## src/rtl/shift_pkg.sv

```systemverilog
// Shared types for the iterative shifter: shift mode encoding and FSM states.
package shift_pkg;

    typedef enum logic [1:0] {
        SH_LSL = 2'b00,
        SH_LSR = 2'b01,
        SH_ASR = 2'b10,
        SH_ROR = 2'b11
    } shift_mode_e;

    typedef enum logic [1:0] {
        ST_IDLE  = 2'b00,
        ST_SHIFT = 2'b01,
        ST_DONE  = 2'b10
    } state_e;

endpackage

```

## src/rtl/shift_step.sv

```systemverilog
// Combinational step shifter: shifts by k (0..STEP) positions in one of four
// modes and reports the last bit that left the word during this step.
module shift_step
    import shift_pkg::*;
#(
    parameter int N    = 16,
    parameter int STEP = 1
) (
    input  logic [N-1:0]                 data,
    input  shift_mode_e                  mode,
    input  logic [$clog2(STEP+1)-1:0]    k,
    output logic [N-1:0]                 result,
    output logic                         carry
);

    int ki;

    // Widen the step amount once so the shifts and index compares stay simple
    always_comb ki = int'(k);

    // Shift by ki per mode; carry is the last bit pushed out (ROR: new MSB)
    always_comb begin
        result = data;
        carry  = 1'b0;
        case (mode)
            SH_LSL: begin
                result = data << ki;
                for (int i = 0; i < N; i++) begin
                    if (ki != 0 && i == N - ki) carry = data[i];
                end
            end
            SH_LSR: begin
                result = data >> ki;
                for (int i = 0; i < N; i++) begin
                    if (ki != 0 && i == ki - 1) carry = data[i];
                end
            end
            SH_ASR: begin
                // The MSB never changes under ASR, so the current MSB is the original sign
                result = $signed(data) >>> ki;
                for (int i = 0; i < N; i++) begin
                    if (ki != 0 && i == ki - 1) carry = data[i];
                end
            end
            SH_ROR: begin
                result = (data >> ki) | (data << (N - ki));
                carry  = (ki != 0) & result[N-1];
            end
            default: begin
                result = data;
                carry  = 1'b0;
            end
        endcase
    end

endmodule

```

## src/rtl/iter_shift_unit.sv

```systemverilog
// Iterative multi-mode shifter: shifts an N-bit operand by up to N-1 positions,
// at most STEP positions per cycle, with valid/ready handshakes on both sides.
module iter_shift_unit
    import shift_pkg::*;
#(
    parameter int N    = 16,
    parameter int STEP = 1
) (
    input  logic                   clk,
    input  logic                   rst,
    input  logic                   in_valid,
    output logic                   in_ready,
    input  logic [N-1:0]           in_data,
    input  logic [$clog2(N)-1:0]   in_amt,
    input  logic [1:0]             in_mode,
    output logic                   out_valid,
    input  logic                   out_ready,
    output logic [N-1:0]           out_data,
    output logic                   out_carry,
    output logic                   busy
);

    localparam int AW = $clog2(N);
    localparam int KW = $clog2(STEP + 1);

    state_e      state, state_next;
    logic [N-1:0]  data_q;
    shift_mode_e   mode_q;
    logic [AW-1:0] rem_q;
    logic          carry_q;

    logic [KW-1:0] k;
    logic [AW-1:0] rem_after;
    logic [N-1:0]  step_data;
    logic          step_carry;

    // Per-cycle step size: the full STEP until the remainder is smaller
    always_comb begin
        if (int'(rem_q) > STEP) k = KW'(STEP);
        else                    k = KW'(rem_q);
        rem_after = rem_q - AW'(k);
    end

    shift_step #(
        .N    (N),
        .STEP (STEP)
    ) u_step (
        .data   (data_q),
        .mode   (mode_q),
        .k      (k),
        .result (step_data),
        .carry  (step_carry)
    );

    // State register
    always_ff @(posedge clk) begin
        if (rst) state <= ST_IDLE;
        else     state <= state_next;
    end

    // Next-state and handshake outputs
    always_comb begin
        state_next = state;
        in_ready   = 1'b0;
        out_valid  = 1'b0;
        busy       = 1'b1;
        case (state)
            ST_IDLE: begin
                in_ready = 1'b1;
                busy     = 1'b0;
                if (in_valid) state_next = (in_amt != '0) ? ST_SHIFT : ST_DONE;
            end
            ST_SHIFT: begin
                if (rem_after == '0) state_next = ST_DONE;
            end
            ST_DONE: begin
                out_valid = 1'b1;
                if (out_ready) state_next = ST_IDLE;
            end
            default: state_next = ST_IDLE;
        endcase
    end

    // Operand capture at accept, then one step per SHIFT cycle
    always_ff @(posedge clk) begin
        if (rst) begin
            data_q  <= '0;
            mode_q  <= SH_LSL;
            rem_q   <= '0;
            carry_q <= 1'b0;
        end else if (state == ST_IDLE && in_valid) begin
            data_q  <= in_data;
            mode_q  <= shift_mode_e'(in_mode);
            rem_q   <= in_amt;
            carry_q <= 1'b0;
        end else if (state == ST_SHIFT) begin
            data_q  <= step_data;
            carry_q <= step_carry;
            rem_q   <= rem_after;
        end
    end

    assign out_data  = data_q;
    assign out_carry = carry_q;

endmodule

```

## config.mk

```make
export PLATFORM = sky130hd
export DESIGN_NAME = iter_shift_unit
export DESIGN_NICKNAME = d
export VERILOG_FILES = /design/src/rtl/shift_pkg.sv /design/src/rtl/shift_step.sv /design/src/rtl/iter_shift_unit.sv
export SDC_FILE = /design/constraint.sdc
export NUM_CORES = 1
export LEC_CHECK = 0
export BUFFER_PORTS_ARGS = -buffer_cell sky130_fd_sc_hd__buf_2
export CORE_MARGIN = 2
export CORE_UTILIZATION = 51
export CTS_BUF_LIST = sky130_fd_sc_hd__clkbuf_16
export DETAILED_ROUTE_END_ITERATION = 8
export HOLD_SLACK_MARGIN = 0.03
export PLACE_DENSITY = 0.87
export SLEW_MARGIN = 20
export SYNTH_ARGS = -nofsm -noshare
export SYNTH_HDL_FRONTEND = slang
export SYNTH_SLANG_ARGS = --single-unit
export TNS_END_PERCENT = 5
```

## constraint.sdc

```tcl
create_clock -name clk -period 2.8 [get_ports clk]
set_clock_uncertainty 0.15 [all_clocks]
set_input_delay 0.28 -clock clk [delete_from_list [all_inputs] [get_ports clk]]
set_output_delay 0.28 -clock clk [all_outputs]
set_load 0.01 [all_outputs]
```

Word level (Yosys, flattened, before mapping)

Cells that the tools add are included.
W data, S select, Z words.

$lt $le $gt $ge: 1
Shift-type cells: 4
Muxes and demuxes: 47
Add/subtract/negate cells: 3
Equal/unequal tests: 38
Reductions and logical operators: 43
Bitwise logic cells: 2

Operators with widths:

| operator              | count |
|---|---|
| $eq A5 B32 Y1 const A | 16 |
| $eq A4 B32 Y1 const A | 8 |
| $eq A3 B32 Y1 const A | 4 |
| $eq A2 B32 Y1 const A | 2 |
| $logic_not A32 Y1     | 2 |
| $pmux W16 S4          | 1 |
| $mux W1               | 36 |
| $logic_and A1 B1 Y1   | 33 |
| $mux W16              | 2 |
| $shl A16 B32 Y16      | 1 |
| $or A16 B16 Y16       | 1 |
| $shl A16 B1 Y16       | 1 |
| $shr A16 B1 Y16       | 1 |
| $sshr A16 B1 Y16      | 1 |
| $mux W2               | 4 |
| $mux W4               | 2 |
| $eq A2 B2 Y1 const B  | 3 |
| $ne A2 B2 Y1 const B  | 3 |
| $pmux W2 S3           | 1 |
| $sub A5 B1 Y6 const A | 1 |
| $eq A2 B1 Y1 const B  | 2 |
| $gt A4 B1 Y1 const B  | 1 |
| $logic_not A2 Y1      | 2 |
| $logic_not A4 Y1      | 1 |
| 8 further kinds       | 9 |

Output and inout port bits: 20
Logic and storage cells: 143
Input port bits: 26
Register bits after elaboration: 25

Depth between registers and ports, before layout

Depth after elaboration: 22
Mapped depth: 8
Gate-level depth less buffers: 7

Cells and area by module

From an unflattened synthesis, not the netlist that was laid out.

Cell total of the unflattened synthesis: 216
Area, all modules: 1795.5 µm²

By module, submodules not included:

| module          | area each (µm²) | seq. area each (µm²) | cells each | instances |
|---|---|---|---|---|
| iter_shift_unit | 1267.5          | 500.5                | 148        | 1 |
| shift_step      | 528.0           | 0.0                  | 68         | 1 |

Worst setup path after synthesis

OpenSTA, ideal clock, no wires.

Path kind: register to register
Start: register rem_q[2]
End: register state[0]
Setup slack: 0.759 ns
Path buffers: 1
Period minus slack after synthesis: 2.041 ns
Data required time: 2.534 ns
Setup time: 0.116 ns
Cell stages (with the launch flop): 9
Arrival time: 1.775 ns
Cell sequence: dfxtp_1 > buf_6 > nor3_1 > nor2_1 > ha_1 > xnor2_1 > a21oi_1 > or3b_2 > a31o_2

Longest elaborated chain between the ends: 6

Ends and longest elaborated chain:

| item                                   | RTL line              | RTL |
|---|---|---|
| from (decl)                            | iter_shift_unit.sv:29 | `logic [AW-1:0] rem_q;` |
| from (signal assigned)                 | iter_shift_unit.sv:94 | `rem_q <= in_amt;` |
| from (signal assigned)                 | iter_shift_unit.sv:99 | `rem_q <= rem_after;` |
| $gt A4 B1 Y1                           | iter_shift_unit.sv:39 | `if (int'(rem_q) > STEP) k = KW'(STEP);` |
| $mux W1                                | iter_shift_unit.sv:39 |  |
| $sub A4 B1 Y4 (*)                      | iter_shift_unit.sv:41 | `rem_after = rem_q - AW'(k);` |
| $logic_not A4 Y1 (*)                   | iter_shift_unit.sv:74 | `if (rem_after == '0) state_next = ST_DONE;` |
| $ne A2 B2 Y1 (no source line) (*)      | n/a                   |  |
| $reduce_and A3 Y1 (no source line) (*) | n/a                   |  |
| to (signal assigned)                   | iter_shift_unit.sv:58 | `else state <= state_next;` |
| to (decl)                              | iter_shift_unit.sv:26 | `state_e state, state_next;` |

Every way passes the cells marked *; elsewhere a longest branch is shown, timed or not.
A chain may end at the register's enable or synchronous reset.

Worst setup path after layout

Ends and elaborated chain as after synthesis.

==> flow_summary.yaml <==
setup_path:
  critPathArrivalTime_ps: 2130
  path_cells: "nor3_1, nor2_1, ha_1, xnor2_1, a21oi_1, or3b_2, a31o_2"
  crit_type: "register to register"
  cpPeakStageDelay_ps: 460
  crit_slowest_cell: "or3b_2"
  cp-start-kind: "register"
  r2r-end: "state[0]"
  ff2ff_setup_slack_ps: 680
  r2r_start: "rem_q[2]"
  r2r_cells: 7
  required_ps: 2810
  path_max_fanout: 8
  critical_path.top_delay_family: "simple AND/OR/NAND/NOR gates"
  end_kind: "register"
  cp_num_buf_inv: 0
place:
  dp_hpwl_mm: 2.57
  dp_cells: 253
  place_congestion: 0.780
  io_buffer_count: 45
  pre_cts_ws_ps: 705
routing:
  route.detailed.drc: 0
  firstDrtPassIters: 4
  routedWlPerCell_um: 14.4
  wl_mm: 3.69
  postRouteAntennaNets: 0
  vias: 1579
  via_per_inst: 6.14
  drtIter0Drc: 72
global_route:
  grt_pass1_vias: 1395
  grt_pass1_wl_mm: 6.29
  grt_max_degree: 27
  gr-total-overflow: 0
  grt_util_all_layers: 0.235
  antenna_found_initial: 0
yosys:
  yosysMostFrequentCell: "dfxtp_1"
  synthTopCellsByArea: "dfxtp_1 33%, o221ai_1 8.2%, a21oi_1 8.0%, and3_1 6.3%, o22ai_1 5.9%"
  syn_nets: 220
  synth-seq-cells: 25
  syn-cell-area_mm2: 0.00150
  synth_common_cells: "25 x dfxtp_1, 24 x a21oi_1, 22 x nor2_1"
  synth_edf_count: 0
  synthArstFlopShare: 0
  synth_top_area_frac: 0.335
  ys_types: 38
  syn_inst: 189
  yosys_most_used_dff: "dfxtp_1"
  avgSynthCellArea_um2: 7.91
  ys.warnings.count: 0
  yosys.area.top_type: "dfxtp_1"
  ys_seq_area_frac: 0.335
pwr:
  switchingPower_w: 0.000625
  fin_total_pwr_w: 0.00154
  clockPowerShare: 0.213
  ir_drop_uv: 740
  power.share.combinational: 0.434
  p_seq_frac: 0.353
  swShare: 0.407
  p_int_w: 0.000912
  leakage_nw: 0.797
  cellPowerDensity_mw_per_mm2: 858
sta:
  slew_headroom: 0.624
  fin_crit_ps: 2120
  final.setup.worst_slack_ps: 680
  fin_setup_tns_ps: 0
  rsz0062_at_grt: "no"
  worst_hold_slack_ps: 104
  min_period_over_period: 0.757
  max_freq_mhz: 472
  setup_viol: 0
  finalHoldViolCount: 0
  worst_slew_pin_slew_ps: 560
  drv_slew: 0
cts:
  cts_num_sinks: 25
  cts_inserted_buffers: 3
  clock-root-buffer: "clkbuf_16"
  post-cts-setup-buffers: 0
  clk_latency_ps: 260
  cts_hold_buf: 0
  htreeDepth: 1
  clockBufferDepth: 2
  post_cts_resized: 0
  cts_tree: "built"
  cts.clk_slew.worst_paths_ps: 70
floorplanning:
  die_y_um: 58.1
  boundaryPins: 46
  dieWidth_um: 58.1
  core_mm2: 0.00278
  start_util: 0.538
  dieArea_mm2: 0.00338
  rows: 19
status:
  status: "complete, no violations"
worst_hold_path:
  hold_start: "in_mode[0]"
  min_path_type: "input pin to register"
  min_to: "mode_q[0]"
  min_path_cells: 3
cells_and_area:
  drive_gt1_frac: 0.270
  n_antenna_cell: 0
  fin_nets: 258
  layout.cells.non_filler: 257
  syn2layout_area_growth_pct: 19.8
run:
  drv_cap: 0
[worst max-delay path by stage]
stage,from,to,slack [ps],depth (start not counted)
after global placement,rem_q[2],out_data[0],760,4
final,rem_q[2],state[0],680,7
after global routing,rem_q[2],state[0],570,7
after floorplan,rem_q[2],state[0],760,8
after detailed placement,rem_q[2],state[0],710,7
after CTS,rem_q[2],state[0],690,7
[worst register-to-register path, delay by kind of cell, from the launching register on]
kind	cells	cell delay (ps)
AND/OR/NAND/NOR	3	780
adder cells (fa/ha/maj)	1	230
flip-flops	1	370
XOR/XNOR	1	150
AO/OA/AOI/OAI	2	330
[registers in the layout, summed over array words and instances (netlist names)]
signal     count
mode_q         2
out_data      16
rem_q          4
out_carry      1
state          2
[stage by stage]
step,area (um^2),utilization
floorplan,1500,-
global placement,1710,0.614
detailed placement,1710,0.614
CTS,1790,0.644
global route,1790,0.644
finish,1790,0.644
[placed cells by master (no fill, tap or decap), drive strengths merged]
master	n
or4b	1
o21a	1
o32ai	2
clkbuf	3
o221ai	14
or4	2
nor2	22
nor4bb	1
a31oi	1
a21oi	24
nand3b	1
a31o	1
mux2	1
mux2i	1
a22oi	1
inv	4
and3	15
o21ai	4
nor2b	1
nor3	7
nor4	3
a311oi	1
nand2	10
or3b	2
nand3	2
dfxtp	25
o22ai	14
ha	5
nor3b	2
clkinvlp	1
a211oi	1
xnor2	1
buf	49
nand2b	2
or2	1
[power groups by stage]
stage | Sequential (W) | Combinational (W) | Clock [W]
global placement | 0.000545 | 0.000654 | 0
finish | 0.000542 | 0.000667 | 0.000327
floorplan | 0.000547 | 0.000489 | 0
CTS | 0.000542 | 0.000669 | 0.000332
global route | 0.000558 | 0.000752 | 0.000344
detailed placement | 0.000549 | 0.000667 | 0
[per-layer routing]
metal  part of all wire  routed length [um]  vias to the layer above  GRT usage
met3              0.086                 317                        4     0.0692
met5                  0                   0                        -          0
met2               0.48                1750                       76      0.359
met4             0.0062                  23                        0     0.0764
met1               0.43                1600                      706      0.319
li1                   -                   -                      793          -
[cell families after synthesis]
group	Yosys count	synth area share
and+or+nand+nor	72	0.259
AOI/OAI and AO/OA	64	0.277
DFF	25	0.335
buffers and inverters	20	0.0669
adders and majority gates	5	0.0418
muxes	2	0.0142
xor gates and xnor gates	1	0.00586
[area by class of cell]
cell class              count  area (um^2)
flip-flops and latches     25          500
multi-input cells         144          900
clock inverters             1         7.51
clock buffers               3         75.1
fillers                   253          990
well taps                  31         38.8
inverters                   4         15.0
repair buffers             49          255
No activity file was read; power rests on OpenSTA's default activity.
